--- config.mk ---
export PLATFORM = sky130hd
export DESIGN_NAME = regfile_scoreboard
export DESIGN_NICKNAME = d
export VERILOG_FILES = /design/src/rtl/regfile_scoreboard.sv
export SDC_FILE = /design/constraint.sdc
export NUM_CORES = 2
export LEC_CHECK = 0
export BUFFER_PORTS_ARGS = -buffer_cell sky130_fd_sc_hd__buf_2
export CAP_MARGIN = 0
export CORE_MARGIN = 2
export CORE_UTILIZATION = 30
export DETAILED_ROUTE_END_ITERATION = 8
export HOLD_SLACK_MARGIN = 0.02
export SLEW_MARGIN = 10
export SYNTH_ARGS = -nofsm -noshare
export SYNTH_HDL_FRONTEND = slang
export SYNTH_SLANG_ARGS = --single-unit
--- constraint.sdc ---
create_clock -name clk -period 5.4 [get_ports clk]
set_input_delay 0.54 -clock clk [delete_from_list [all_inputs] [get_ports clk]]
set_output_delay 0.54 -clock clk [all_outputs]
set_load 0.01 [all_outputs]
--- src/rtl/regfile_scoreboard.sv ---
// regfile_scoreboard: multi-read / single-write register file with a
// per-register pending-write counter that stalls ID on RAW hazards.
// Optional feature macro: REGFILE_BYPASS_EN (WB-to-read forwarding that
// also releases the hazard in the retiring cycle).
module regfile_scoreboard #(
    parameter int DATA_W   = 32,
    parameter int ADDR_W   = 6,
    parameter int NUM_RD   = 2,
    parameter int PEND_W   = 2,
    parameter bit ZERO_REG = 1'b0
) (
    input  logic                     clk,
    input  logic                     rst_n,
    input  logic [NUM_RD*ADDR_W-1:0] rd_addr,
    input  logic [NUM_RD-1:0]        rd_use,
    output logic [NUM_RD*DATA_W-1:0] rd_data,
    input  logic                     iss_valid,
    input  logic                     iss_wr,
    input  logic [ADDR_W-1:0]        iss_rd,
    output logic                     stall,
    input  logic                     wb_en,
    input  logic [ADDR_W-1:0]        wb_addr,
    input  logic [DATA_W-1:0]        wb_data,
    input  logic                     clr_pend,
    output logic                     err
);
    localparam int                NREGS    = 2**ADDR_W;
    localparam logic [PEND_W-1:0] PEND_MAX = {PEND_W{1'b1}};
    localparam logic [PEND_W-1:0] PEND_ONE = PEND_W'(1);

    logic [DATA_W-1:0] r_regs [NREGS];
    logic [PEND_W-1:0] r_pend [NREGS];
    logic              r_err;

    logic              w_iss_zero;
    logic              w_wb_zero;
    logic              w_ret;
    logic              w_sat;
    logic              w_acc;
    logic [NUM_RD-1:0] w_haz;

    // r0 is hardwired only when ZERO_REG is set; it never issues or retires
    assign w_iss_zero = ZERO_REG && (iss_rd == '0);
    assign w_wb_zero  = ZERO_REG && (wb_addr == '0);
    assign w_ret      = wb_en && !w_wb_zero;

    // A full counter can still take an issue if the same register retires now
    assign w_sat = iss_valid && iss_wr && (r_pend[iss_rd] == PEND_MAX) &&
                   !(wb_en && (wb_addr == iss_rd));

    assign stall = iss_valid && ((|w_haz) || w_sat);
    assign w_acc = iss_valid && iss_wr && !stall && !w_iss_zero;
    assign err   = r_err;

    for (genvar i = 0; i < NUM_RD; i++) begin : g_rd
        logic [ADDR_W-1:0] w_a;
        logic              w_pend_nz;
        assign w_a       = rd_addr[i*ADDR_W +: ADDR_W];
        assign w_pend_nz = (r_pend[w_a] != '0);
`ifdef REGFILE_BYPASS_EN
        logic w_wb_hit;
        assign w_wb_hit = w_ret && (wb_addr == w_a);
        // Last outstanding write retiring now: forward it and drop the hazard
        assign w_haz[i] = rd_use[i] && w_pend_nz &&
                          !(w_wb_hit && (r_pend[w_a] == PEND_ONE));
        assign rd_data[i*DATA_W +: DATA_W] =
            (ZERO_REG && (w_a == '0)) ? '0 :
            w_wb_hit                  ? wb_data : r_regs[w_a];
`else
        assign w_haz[i] = rd_use[i] && w_pend_nz;
        assign rd_data[i*DATA_W +: DATA_W] =
            (ZERO_REG && (w_a == '0)) ? '0 : r_regs[w_a];
`endif
    end

    // Register storage: WB writes whenever it retires, flush or not
    always_ff @(posedge clk or negedge rst_n) begin
        if (!rst_n) begin
            for (int r = 0; r < NREGS; r++) r_regs[r] <= '0;
        end else if (w_ret) begin
            r_regs[wb_addr] <= wb_data;
        end
    end

    // Pending counters: issue increments, retire decrements, flush zeroes all
    always_ff @(posedge clk or negedge rst_n) begin
        if (!rst_n) begin
            for (int r = 0; r < NREGS; r++) r_pend[r] <= '0;
        end else if (clr_pend) begin
            for (int r = 0; r < NREGS; r++) r_pend[r] <= '0;
        end else begin
            for (int r = 0; r < NREGS; r++) begin
                if (w_acc && (iss_rd == ADDR_W'(r)) &&
                    !(w_ret && (wb_addr == ADDR_W'(r)) && (r_pend[r] != '0)))
                    r_pend[r] <= r_pend[r] + PEND_ONE;
                else if (!(w_acc && (iss_rd == ADDR_W'(r))) &&
                         w_ret && (wb_addr == ADDR_W'(r)) && (r_pend[r] != '0))
                    r_pend[r] <= r_pend[r] - PEND_ONE;
            end
        end
    end

    // Sticky flag for a write-back nobody issued (counter already zero)
    always_ff @(posedge clk or negedge rst_n) begin
        if (!rst_n)
            r_err <= 1'b0;
        else if (w_ret && (r_pend[wb_addr] == '0) && !clr_pend)
            r_err <= 1'b1;
    end

endmodule

# Word level (Yosys, flattened, before mapping)
# Index checks and enable logic that the tools add are counted.
[word_totals]
ff_bits = 2177
latch_bits = 0
mem_bits_rw = 0
romBits = 0
input_bits = 64
output_inout_bits = 66
word_cells = 1269
memories = 0
[op_classes]
addsub = 128
multipliers = 0
n_div = 0
magnitude_cmp = 5
eq_ne = 128
shifts = 0
n_mux = 150
bitwise_logic = 4
reduce_logical = 725
[ops]
columns = ["op", "n"]
rows = [
  ["bitwise mux 2048 bit", 1],
  ["logical AND 1 bit", 459],
  ["binary-select mux 32 bit (select 6 bit)", 2],
  ["== test 6 bit, second input constant", 64],
  ["two-way mux 2 bit", 136],
  ["demux 32 bit (select 6 bit)", 1],
  ["== test 6 x 5 -> 1 bit, second input constant", 32],
  ["nonzero test 3 bit", 64],
  ["two-way mux 32 bit", 5],
  ["nonzero test 2 bit", 66],
  ["zero test 1 bit", 131],
  ["adder 2 x 1 -> 2 bit, second input constant", 64],
  ["two-way mux 128 bit", 1],
  ["subtractor 2 x 1 -> 2 bit, second input constant", 64],
  ["== test 6 x 4 -> 1 bit, second input constant", 16],
  ["binary-select mux 2 bit (select 6 bit)", 4],
  ["== test 6 x 3 -> 1 bit, second input constant", 8],
  ["greater-or-equal comparator 7 bit, second input constant", 4],
  ["inverter 6 -> 7 bit", 4],
  ["== test 6 x 2 -> 1 bit, second input constant", 4],
  ["== test 6 x 1 -> 1 bit, second input constant", 2],
  ["zero test 6 bit", 2],
  ["less-than comparator 7 x 1 -> 1 bit, second input constant", 1],
  ["== test 6 bit", 1],
  ["other kinds (4)", 4],
]

# Depth between registers and ports, before layout
[logic_depth]
ltp_word = 19
mapped_depth = 14
mapped_depth_nobuf = 8

# Worst setup path before layout
# Ideal clock, no wire load.
[synth_timing]
path_type = "input port to output port"
startpoint = "input rd_addr[6]"
endpoint = "output rd_data[61]"
t_arrival_ns = 3.098
required_ns = 4.860
setup_slack_ns = 1.762
cell_stages = 8
path_buffers = 4
path_cell_list = "buf_2 -> clkbuf_1 -> buf_1 -> buf_2 -> mux4_2 -> mux4_2 -> a211oi_1 -> a31oi_1"
[synth_via]
elab_chain_len = 4
[synth_rtl]
columns = ["item", "line", "text"]
rows = [
  ["from (decl)", "14", "input logic [NUM_RD*ADDR_W-1:0] rd_addr,"],
  ["inverter 6 -> 7 bit (implied by the code)", "72", "(ZERO_REG && (w_a == '0)) ? '0 : r_regs[w_a];"],
  ["binary-select mux 32 bit (select 6 bit)", "72", ""],
  ["two-way mux 32 bit (implied by the code) (2 in a row)", "72", ""],
  ["to (decl)", "16", "output logic [NUM_RD*DATA_W-1:0] rd_data,"],
]
# No other way between the ends. The select of a mux whose other input is x is not followed.

# Worst setup path after layout
[layout_timing]
startpoint = "input rd_addr[6]"
endpoint = "output rd_data[63]"
# Same word-level chain as after synthesis.

==> flow_metrics.env <==
export IMPL_slew_viol_final=0
export IMPL_synth_edf_count=0
export IMPL_htreeDepth=4
export IMPL_maxCapViolations=0
export IMPL_crit_fanout=53
export IMPL_outcome="completed"
export IMPL_gp_congestion=0.933
export IMPL_port_buffers=129
export IMPL_cts_root_buf="clkbuf_16"
export IMPL_drcViolationCount=0
export IMPL_dp_cells=13300
export IMPL_cts_buffers=227
export IMPL_avgSynthCellArea_um2=14.0
export IMPL_wl_per_cell_um=31.5
export IMPL_p_leak_nw=59.0
export IMPL_cpPeakStageDelay_ns=0.51
export IMPL_crit_chain="buf_8 -> buf_12 -> buf_12 -> mux4_2 -> mux4_2 -> nor2b_1 -> a211oi_1 -> a31oi_1 -> buf_4 -> buf_2"
export IMPL_wl_mm=432
export IMPL_first_global_vias=83400
export IMPL_die_height_um=634
export IMPL_antenna_found_initial=37
export IMPL_crit_arrival_ns=3.92
export IMPL_hold_buffers=2
export IMPL_drive_gt1_frac=0.460
export IMPL_total_power_mw=43.7
export IMPL_cts_setup_buffers=0
export IMPL_grt_use_total=0.213
export IMPL_endpoint_kind="output pin"
export IMPL_synth_seq_cells=2177
export IMPL_grt_max_degree=156
export IMPL_clock_latency_ns=0.94
export IMPL_ys_seq_area_frac=0.457
export IMPL_fin_nets=8326
export IMPL_io_pins=130
export IMPL_synthCells=8532
export IMPL_rsz0062_at_grt="false"
export IMPL_final_common_cell="dfrtp_1"
export IMPL_clock_skew_ns=0.0216
export IMPL_synth_main_ff_cell="dfrtp_1"
export IMPL_grt_ovfl_total=0
export IMPL_hold_viol_final=0
export IMPL_final_cell_mix="dfrtp_1 (2177), mux2_2 (1639), nand2_1 (1385)"
export IMPL_drt_iter0_markers=9750
export IMPL_start_util=0.301
export IMPL_drtPass1Iterations=7
export IMPL_stdcell_count=13700
export IMPL_std_cell_rows=231
export IMPL_synthDistinctLibCells=63
export IMPL_synth_area_um2=119000
export IMPL_clkTransAtPathRegs_ns=0.08
export IMPL_die_x_um=634
export IMPL_clock_sinks=2177
export IMPL_cts_resized=0
export IMPL_final_setup_tns_ns=0
export IMPL_critPathSlowestCell="buf_8"
export IMPL_viasPerCell=5.94
export IMPL_power_density_nw_per_um2=326
export IMPL_setup_viol=0
export IMPL_final_util=0.339
export IMPL_dieArea_um2=402000
export IMPL_synth_nets=8596
export IMPL_cts_tree="yes"
export IMPL_async_flop_share=1.00
export IMPL_grt_pass1_wl_mm=623
export IMPL_critPathRequiredTime_ns=4.86
export IMPL_critPathKind="input port to output pin"
export IMPL_finalCritPeriodShare=0.826
export IMPL_min_period_ns=4.46
export IMPL_ir_drop_uv=291
export IMPL_drtAntennaViolNets=0
export IMPL_core_area_um2=396000
export IMPL_yosysWarningCount=0
export IMPL_tightest_slew_ns=1.26
export IMPL_maxSlewHeadroom=0.155
export IMPL_num_vias=81500
export IMPL_ctsLongestPathBuffers=4
export IMPL_cp_start_kind="input port"
export IMPL_hpwl_mm=260
export IMPL_syn_to_final_growth_pct=12.4
export IMPL_hold_path_class="input port to register"
export IMPL_fmax_mhz=224
[per-stage QoR]
stage          hold slack, ns  setup slack (ns)  cell area [um^2]
5_1_grt                 0.128             0.798            134000
3_5_place_dp            0.478             0.810            126000
6_report                0.144             0.938            134000
2_1_floorplan           0.244              1.76            119000
4_1_cts                0.0825             0.903            134000
3_3_place_gp            0.470             0.772            126000
[cell families (layout without fill, tap and decap cells)]
logic type                after synthesis  count (layout)  share of synthesized area
DFF                                  2177            2177                      0.457
muxes                                3038            3038                      0.417
buffers and inverters                 897             806                     0.0294
xor gates and xnor gates                6               6                   0.000441
and+or+nand+nor                      2032            2032                     0.0736
other                                   0              25                          0
AOI/OAI and AO/OA                     382             382                     0.0223
[cell usage after synthesis, types with 4 or more instances]
cell | count | share of area
clkbuf_1 | 654 | 0.021
inv_1 | 11 | 0.00035
nor3_1 | 47 | 0.0020
nand2b_1 | 27 | 0.0014
and2_1 | 40 | 0.0021
a21o_1 | 27 | 0.0017
nand4_1 | 70 | 0.0037
and3_1 | 7 | 0.00037
mux2_2 | 1639 | 0.15
o311ai_1 | 7 | 0.00051
or2_2 | 10 | 0.00052
a41o_1 | 9 | 0.00076
or3_1 | 7 | 0.00037
buf_6 | 10 | 0.00094
buf_1 | 166 | 0.0052
a31oi_1 | 59 | 0.0031
dfrtp_1 | 2177 | 0.46
a21oi_1 | 47 | 0.0020
o21ai_0 | 57 | 0.0024
o2111ai_1 | 9 | 0.00066
nor3b_2 | 23 | 0.0024
o21a_1 | 19 | 0.0012
nor4_1 | 16 | 0.00084
nor3b_1 | 43 | 0.0027
o211ai_1 | 28 | 0.0018
and4_1 | 14 | 0.0010
nand2_1 | 1442 | 0.045
mux4_2 | 1378 | 0.26
nand3b_1 | 14 | 0.00088
o22ai_1 | 7 | 0.00037
a311oi_1 | 11 | 0.00081
mux2i_1 | 21 | 0.0018
nand3_1 | 44 | 0.0018
nor2b_1 | 32 | 0.0017
nor2_1 | 190 | 0.0060
a211oi_1 | 33 | 0.0021
buf_2 | 51 | 0.0021
o311ai_0 | 8 | 0.00059
a2111oi_0 | 4 | 0.00029
a22oi_1 | 25 | 0.0016
[sequential cells by signal, summed over array words and instances (netlist names)]
signal	count
r_regs	2048
r_pend	128
err	1
[cell type report]
| class | instances | area, um^2 |
|---|---|---|
| clock buffers | 318 | 6400 |
| inverters | 15 | 67.6 |
| multi-input cells | 5458 | 61700 |
| clock inverters | 90 | 1090 |
| repair buffers | 383 | 3610 |
| fillers | 37700 | 262000 |
| flip-flops and latches | 2177 | 54500 |
| well taps | 5242 | 6560 |
| diodes | 25 | 62.6 |
[final timing paths]
path	start	end	slack, ns	depth (start not counted)
max in group asynchronous	rst_n	r_regs[657]	3.34	4
max reg2reg	r_pend[101]	r_pend[37]	1.66	9
min in group asynchronous	rst_n	r_regs[1408]	0.28	2
min	wb_addr[5]	err	0.14	3
min reg2reg	r_regs[1177]	r_regs[1177]	0.49	2
max	rd_addr[6]	rd_data[63]	0.94	10
[layer usage]
layer  wire length, um  GRT usage
met2            198000      0.329
met3             40700     0.0453
met4             28300      0.125
met1            165000      0.276
met5                41          0
[critical path, delay by kind of cell]
kind                   cells  cell delay, ns
AOI/OAI and AO/OA          2            0.63
buffers and inverters      5            1.45
muxes                      2            1.00
and+or+nand+nor            1            0.17
[power breakdown]
group | internal [mW] | leakage, nW | switching, mW
Sequential | 18.4 | 29.0 | 1.51
Clock | 9.30 | 3.68 | 6.98
Combinational | 4.23 | 26.3 | 3.36
Note: power is estimated with default switching activity, not from simulation.
